===== config.mk =====
export PLATFORM = sky130hd
export DESIGN_NAME = lsu_access_ctrl
export DESIGN_NICKNAME = d
export VERILOG_FILES = /design/src/rtl/lsu_access_ctrl.sv
export SDC_FILE = /design/constraint.sdc
export NUM_CORES = 1
export LEC_CHECK = 0
export CAP_MARGIN = 20
export CORE_MARGIN = 3
export CORE_UTILIZATION = 48
export CTS_BUF_LIST = sky130_fd_sc_hd__clkbuf_8
export CTS_CLUSTER_DIAMETER = 40
export DETAILED_ROUTE_END_ITERATION = 6
export GPL_TIMING_DRIVEN = 0
export PLACE_DENSITY = 0.92
export SLEW_MARGIN = 20
export SYNTH_ARGS = -nofsm -noshare
export SYNTH_HDL_FRONTEND = slang
export SYNTH_SLANG_ARGS = --single-unit

===== constraint.sdc =====
create_clock -name clk -period 2.95 [get_ports clk]
set_input_delay 0.59 -clock clk [delete_from_list [all_inputs] [get_ports clk]]
set_output_delay 0.59 -clock clk [all_outputs]
set_load 0.01 [all_outputs]

===== src/rtl/lsu_access_ctrl.sv =====
// Load/store access controller between the EXU and the data-memory port.
// Word-aligned requests with byte lanes; aligned and extended load results.
module lsu_access_ctrl #(
  parameter int DATA_WIDTH     = 32,
  parameter int TIMEOUT_CYCLES = 255
) (
  input  logic                  clk,
  input  logic                  rst,
  input  logic                  in_valid,
  output logic                  in_ready,
  input  logic [DATA_WIDTH-1:0] in_addr,
  input  logic [DATA_WIDTH-1:0] in_wdata,
  input  logic [2:0]            in_op,
  input  logic                  in_ren,
  input  logic                  in_wen,
  output logic                  mem_req,
  output logic                  mem_we,
  output logic [DATA_WIDTH-1:0] mem_addr,
  output logic [DATA_WIDTH-1:0] mem_wdata,
  output logic [3:0]            mem_wmask,
  input  logic                  mem_ack,
  input  logic [DATA_WIDTH-1:0] mem_rdata,
  output logic                  out_valid,
  input  logic                  out_ready,
  output logic [DATA_WIDTH-1:0] out_rdata,
  output logic [1:0]            out_err
);

  localparam int          DW = DATA_WIDTH;
  localparam logic [15:0] TO = 16'(TIMEOUT_CYCLES);

  localparam logic [2:0] OP_B  = 3'b000;
  localparam logic [2:0] OP_H  = 3'b001;
  localparam logic [2:0] OP_W  = 3'b010;
  localparam logic [2:0] OP_BU = 3'b100;
  localparam logic [2:0] OP_HU = 3'b101;

  localparam logic [1:0] ERR_OK  = 2'b00;
  localparam logic [1:0] ERR_ACC = 2'b01;
  localparam logic [1:0] ERR_BUS = 2'b10;

  typedef enum logic [1:0] {
    S_IDLE,
    S_REQ,
    S_RESP
  } state_t;

  state_t          r_state;
  state_t          w_state_nxt;

  logic            r_we;
  logic [DW-1:0]   r_addr;
  logic [DW-1:0]   r_wdata;
  logic [3:0]      r_wmask;
  logic [2:0]      r_op;
  logic [15:0]     r_cnt;
  logic [DW-1:0]   r_rdata;
  logic [1:0]      r_err;

  logic            w_ldst;
  logic            w_illegal;
  logic            w_misal;
  logic            w_bad;
  logic            w_to;
  logic [3:0]      w_wmask;
  logic [DW-1:0]   w_wdata_sh;
  logic [DW-1:0]   w_rsh;
  logic [DW-1:0]   w_ld;
  logic            w_idle;
  logic            w_req;
  logic            w_resp;

  assign w_ldst     = in_ren | in_wen;
  assign w_bad      = w_illegal | w_misal;
  assign w_wdata_sh = in_wdata << {in_addr[1:0], 3'b000};
  assign w_rsh      = mem_rdata >> {r_addr[1:0], 3'b000};
  assign w_to       = (r_cnt + 16'd1) == TO;

  // Legality and alignment check of the incoming request
  always_comb begin
    w_illegal = 1'b0;
    w_misal   = 1'b0;
    if (in_ren && in_wen) begin
      w_illegal = 1'b1;
    end else if (in_wen) begin
      w_illegal = !(in_op == OP_B || in_op == OP_H ||
                    in_op == OP_W);
    end else if (in_ren) begin
      w_illegal = !(in_op == OP_B  || in_op == OP_H  ||
                    in_op == OP_W  || in_op == OP_BU ||
                    in_op == OP_HU);
    end
    case (in_op[1:0])
      2'b01:   w_misal = in_addr[0];
      2'b10:   w_misal = in_addr[1:0] != 2'b00;
      default: w_misal = 1'b0;
    endcase
  end

  // Byte-lane write mask for stores
  always_comb begin
    w_wmask = 4'b0000;
    if (in_wen) begin
      case (in_op[1:0])
        2'b00:   w_wmask = 4'b0001 << in_addr[1:0];
        2'b01:   w_wmask = 4'b0011 << in_addr[1:0];
        2'b10:   w_wmask = 4'b1111;
        default: w_wmask = 4'b0000;
      endcase
    end
  end

  // Load data extraction and extension
  always_comb begin
    w_ld = w_rsh;
    case (r_op)
      OP_B:    w_ld = {{24{w_rsh[7]}}, w_rsh[7:0]};
      OP_BU:   w_ld = {24'd0, w_rsh[7:0]};
      OP_H:    w_ld = {{16{w_rsh[15]}}, w_rsh[15:0]};
      OP_HU:   w_ld = {16'd0, w_rsh[15:0]};
      default: w_ld = w_rsh;
    endcase
  end

  // State register
  always_ff @(posedge clk) begin
    if (rst) begin
      r_state <= S_IDLE;
    end else begin
      r_state <= w_state_nxt;
    end
  end

  // Next-state logic
  always_comb begin
    w_state_nxt = r_state;
    unique case (r_state)
      S_IDLE: begin
        if (in_valid) begin
          w_state_nxt = (w_ldst && !w_bad) ? S_REQ : S_RESP;
        end
      end
      S_REQ: begin
        if (mem_ack || w_to) begin
          w_state_nxt = S_RESP;
        end
      end
      S_RESP: begin
        if (out_ready) begin
          w_state_nxt = S_IDLE;
        end
      end
      default: w_state_nxt = S_IDLE;
    endcase
  end

  // Request capture, timeout counting and result capture
  always_ff @(posedge clk) begin
    if (rst) begin
      r_we    <= 1'b0;
      r_addr  <= '0;
      r_wdata <= '0;
      r_wmask <= '0;
      r_op    <= '0;
      r_cnt   <= '0;
      r_rdata <= '0;
      r_err   <= ERR_OK;
    end else begin
      case (r_state)
        S_IDLE: begin
          if (in_valid) begin
            r_we    <= in_wen;
            r_addr  <= in_addr;
            r_wdata <= w_wdata_sh;
            r_wmask <= w_wmask;
            r_op    <= in_op;
            r_cnt   <= '0;
            r_rdata <= '0;
            r_err   <= (w_ldst && w_bad) ? ERR_ACC : ERR_OK;
          end
        end
        S_REQ: begin
          if (mem_ack) begin
            r_rdata <= r_we ? '0 : w_ld;
            r_err   <= ERR_OK;
          end else if (w_to) begin
            r_rdata <= '0;
            r_err   <= ERR_BUS;
          end else begin
            r_cnt   <= r_cnt + 16'd1;
          end
        end
        default: begin
        end
      endcase
    end
  end

  assign w_idle = !rst && (r_state == S_IDLE);
  assign w_req  = !rst && (r_state == S_REQ);
  assign w_resp = !rst && (r_state == S_RESP);

  assign in_ready  = w_idle;
  assign mem_req   = w_req;
  assign mem_we    = w_req & r_we;
  assign mem_addr  = w_req ? {r_addr[DW-1:2], 2'b00} : '0;
  assign mem_wdata = (w_req && r_we) ? r_wdata : '0;
  assign mem_wmask = (w_req && r_we) ? r_wmask : 4'b0000;
  assign out_valid = w_resp;
  assign out_rdata = w_resp ? r_rdata : '0;
  assign out_err   = w_resp ? r_err : ERR_OK;

endmodule


Word-level counts from Yosys, hierarchy flattened --
Index checks and enable logic that the tools add are counted.
Cells by class: $add $sub $neg 1, multipliers 0, divide/modulo/power cells 0, order comparisons 0, equal/unequal tests 18, shift-type cells 4, multiplexer cells 31, bitwise gates (word level) 3, reduce and logical (&&, ||, !) cells 26
Operators with widths (number):
- $mux W32 | 7
- $pmux W32 S4 | 1
- $pmux W32 S2 | 1
- $mux W16 | 3
- $pmux W16 S2 | 1
- $shl A32 B5 Y32 | 1
- $shr A32 B5 Y32 | 1
- $add A16 B1 Y16 const B | 1
- $eq A16 B8 Y1 const B | 1
- $mux W2 | 8
- $eq A3 B3 Y1 const B | 4
- $pmux W4 S3 | 1
- $ne A2 B2 Y1 const B | 5
- $mux W4 | 2
- $logic_and A1 B1 Y1 | 7
- $eq A3 B1 Y1 const B | 2
- $logic_not A3 Y1 | 2
- $pmux W2 S3 | 1
- $reduce_and A3 Y1 | 2
- $logic_or A1 B1 Y1 | 5
- $eq A2 B1 Y1 const B | 2
- $eq A2 B2 Y1 const B | 2
- $logic_not A1 Y1 | 4
- $logic_not A2 Y1 | 2
- 12 further kinds | 17
Storage, ports and cells: register bits 124, latch bits 0, RAM bits 0, ROM bits 0, bits of input ports 106, output and inout port bits 106, logic and storage cells 92, memories 0

Longest topological paths before layout --
Gate-level depths: netlist (run 1).
depth in word-level cells 15, depth in mapped cells 9, depth with buffers taken out 9

Worst setup path before layout (run 1) --
No wires, ideal clock.
kind input to output, from input rst, to output out_err[0], arrival time 1572 ps, data required time 2360 ps, setup slack 788 ps, stages on the path 5, buffers on the path 2, cell sequence inv_1 > and3_1 > clkbuf_1 > clkbuf_1 > and2_1
On the way: longest elaborated chain between the ends 3
Ends and longest elaborated chain:
- start: declaration | line 8 | input logic rst,
- $logic_not A1 Y1 | line 201 | assign w_resp = !rst && (r_state == S_RESP);
- $logic_and A1 B1 Y1 | line 201
- named net out_valid | line 23 | output logic out_valid,
- $mux W2 | line 211 | assign out_err = w_resp ? r_err : ERR_OK;
- end: declaration | line 26 | output logic [1:0] out_err
The timed path passes the listed nets, and every way through them passes these cells.

Worst setup path after layout (run 1) --
from input rst, to output in_ready
On the way: longest elaborated chain between the ends 2
Ends and longest elaborated chain:
- $logic_not A1 Y1 | line 199 | assign w_idle = !rst && (r_state == S_IDLE);
- $logic_and A1 B1 Y1 | line 199
- end: declaration | line 10 | output logic in_ready,
No other way between the ends.

==> results of run 1 <==
[cell families after synthesis]
group | Yosys count | share of synthesized area
XOR/XNOR | 2 | 0.00261
flip-flops | 124 | 0.369
AO/OA/AOI/OAI | 211 | 0.214
other | 1 | 0.000558
AND/OR/NAND/NOR | 387 | 0.289
buffers and inverters | 87 | 0.0545
multiplexers | 40 | 0.0599
adder cells (fa/ha/maj) | 5 | 0.00931
[synth_stat cells, types with 3 or more instances]
master	count
buf_4	3
buf_2	4
nand3b_1	3
nand2b_1	3
o41ai_1	4
o21ai_1	3
and3_1	41
a22o_2	19
and2_1	66
nor2_1	75
a21oi_1	87
o21ai_0	34
inv_1	15
buf_1	5
dfxtp_1	124
mux2i_1	38
clkbuf_1	55
nand4_1	4
nor2b_1	18
or4_1	3
a22o_1	6
nand3_1	16
a211oi_1	32
nor3_1	23
nand2_1	118
a32o_1	11
ha_1	5
nor4_1	3
[final cells by class]
type | instances | area (µm²)
Inverter | 15 | 62.6
Tap cell | 176 | 220
Clock inverter | 9 | 47.5
Buffer | 71 | 382
Timing Repair inverter | 1 | 7.51
Multi-Input combinational cell | 647 | 3900
Timing Repair Buffer | 213 | 2100
Clock buffer | 22 | 303
Fill cell | 1105 | 3950
Sequential cell | 124 | 2480
[repair_timing]
| action | CTS | global route |
|---|---|---|
| setup endpoints to repair | 104 | 89 |
| buffers inserted | 4 | 1 |
| gates cloned | 1 | 0 |
| gates resized for setup | 76 | 22 |
[flip-flops by register name (all words and copies together), names as in the netlist]
register	cells
r_addr	32
r_rdata	32
r_wdata	32
r_cnt	16
r_wmask	4
r_op	3
r_err	2
r_state	2
r_we	1
[metrics by stage]
stage / instance area (µm²) / setup slack (ns) / cells
2_1_floorplan: 6730 / 0.788 / 858
3_3_place_gp: 9030 / -0.672 / 1242
3_5_place_dp: 9030 / -0.656 / 1242
4_1_cts: 9440 / -0.00153 / 1277
5_1_grt: 9500 / -0.00902 / 1278
6_report: 9500 / 0.0491 / 1278
[critical path: cells and delay by family]
family / cells / cell delay (ns)
buffers and inverters: 4 / 1.44
AND/OR/NAND/NOR: 1 / 0.28
[placed cells by master (no fill, tap or decap), drive strengths merged, types with 4 or more instances in the layout]
| master | n |
|---|---|
| dfxtp | 124 |
| nand4 | 5 |
| clkbuf | 77 |
| a22o | 25 |
| nor4 | 5 |
| a32o | 11 |
| clkinv | 5 |
| buf | 21 |
| and3 | 43 |
| and2 | 67 |
| o41ai | 4 |
| nand3 | 16 |
| dlygate4sd2 | 45 |
| nor3 | 25 |
| inv | 17 |
| ha | 5 |
| nor2 | 75 |
| a211oi | 32 |
| dlymetal6s2s | 12 |
| nor2b | 18 |
| mux2i | 38 |
| o21ai | 38 |
| nand2 | 118 |
| a21oi | 88 |
| clkdlybuf4s50 | 151 |
[worst paths after layout]
path,startpoint,endpoint,slack (ns),cells after the start
min reg2reg,r_addr[26],r_addr[26],0.45,2
min,r_addr[26],r_addr[26],0.45,2
max,rst,in_ready,0.05,5
max reg2reg,r_cnt[1],r_cnt[0],0.37,7
[report_power, final]
group          switching, mW  leakage (nW)  internal, mW  total [mW]
combinational          0.465          2.93         0.344       0.809
clock                  0.660         0.194         0.674        1.33
sequential            0.0440          1.01          1.76        1.80
total                   1.17          4.13          2.78        3.95
[metal layers]
metal | vias to the layer above | global-route usage | share of wire
li1 | 3466 | - | -
met1 | 3275 | 0.352 | 0.40
met2 | 409 | 0.461 | 0.47
met3 | 70 | 0.0592 | 0.092
met4 | 0 | 0.106 | 0.030
met5 | - | 0 | 0
==> flow_metrics.tcl, run 1 <==
set metrics [dict create \
    start_util 0.500 \
    tightest_slew_ns 0.789 \
    crit_path_start_kind "input port" \
    numCtsBuffers 17 \
    synth.area.top_cells "dfxtp_1 (37%), nand2_1 (6.6%), a21oi_1 (6.5%)" \
    synth_area_mm2 0.00672 \
    cts_hold_buf 0 \
    p_leak_nw 4.13 \
    cts.sinks 124 \
    fin_skew_ns 0.0154 \
    drt_iter0_markers 703 \
    synthCells 857 \
    ys_warn_count 0 \
    areaGrowthSynthToFinish_pct 41.3 \
    synth_area_per_cell_um2 7.84 \
    fmax_mhz 345 \
    power_mw 3.95 \
    grt_pass1_wl_mm 35.1 \
    dr.pass1.iters 7 \
    drc_errors 0 \
    cts_tree "built" \
    synth-async-reset-ratio 0 \
    relSlewSlack 0.473 \
    synth_cell_types 58 \
    synth_top_area_share 0.369 \
    grt_use_total 0.277 \
    diodes 0 \
    gr-total-overflow 0 \
    status "completed" \
    wire_per_inst_um 17.5 \
    utilization 0.706 \
    yosys.area.top_type "dfxtp_1" \
    insertion_delay_ns 0.45 \
    routed_wirelength_mm 22.3 \
    io_pins 212 \
    synth-seq-cells 124 \
    cp_slowest_cell "clkdlybuf4s50_1" \
    critical_path.max_stage_delay_ns 0.60 \
    io_buffers 208 \
    synth_edf_count 0 \
    antenna_found_initial 0 \
    cts_max_level 4 \
    required_ns 2.36 \
    min_period_ns 2.90 \
    path_class "input port to primary output" \
    yosysSeqAreaShare 0.369 \
    p_per_area_mw_per_mm2 416 \
    worstSetupEndpointType "primary output" \
    finalMaxSlewViolations 0 \
    ir_drop_mv 0.258 \
    hold_violations 0 \
    path_cells "dlygate4sd2_1 -> clkbuf_1 -> buf_2 -> nor3_1 -> clkdlybuf4s50_1" \
    max_cap_viol_count 0 \
    place.gp.congestion 0.994 \
    clockBufferDepth 2 \
    ant_nets 0 \
    coreArea_mm2 0.0135 \
    grt_pass1_vias 6878 \
    hold_slack_ns 0.450 \
    period_share 0.983 \
    arrival_ns 2.31 \
    vias 7220 \
    path_max_fanout 10 \
    grt_max_degree 17 \
    dieArea_mm2 0.0155 \
    cts-root-buf "clkbuf_8" \
    die_width_um 124 \
    num_rows 42 \
    finalSetupViolCount 0 \
    path_clk_slew_ns 0.07 \
    synth-main-ff-cell "dfxtp_1" \
    worstHoldPathType "flip-flop to flip-flop" \
    fin_nets 1201 \
    finalSetupTns_ns 0 \
    drive_above_1_share 0.0944 \
    viasPerCell 5.65 \
    dieHeight_um 124 \
    post-dp-hpwl_mm 16.7 \
]
No activity file was read; power rests on OpenSTA's default activity.
==> inputs of run 2 (changes only) <==
- HOLD_SLACK_MARGIN: not set -> 0.02
==> results of run 2 <==
Final layout, timing and power as in run 1 (identical DEF).
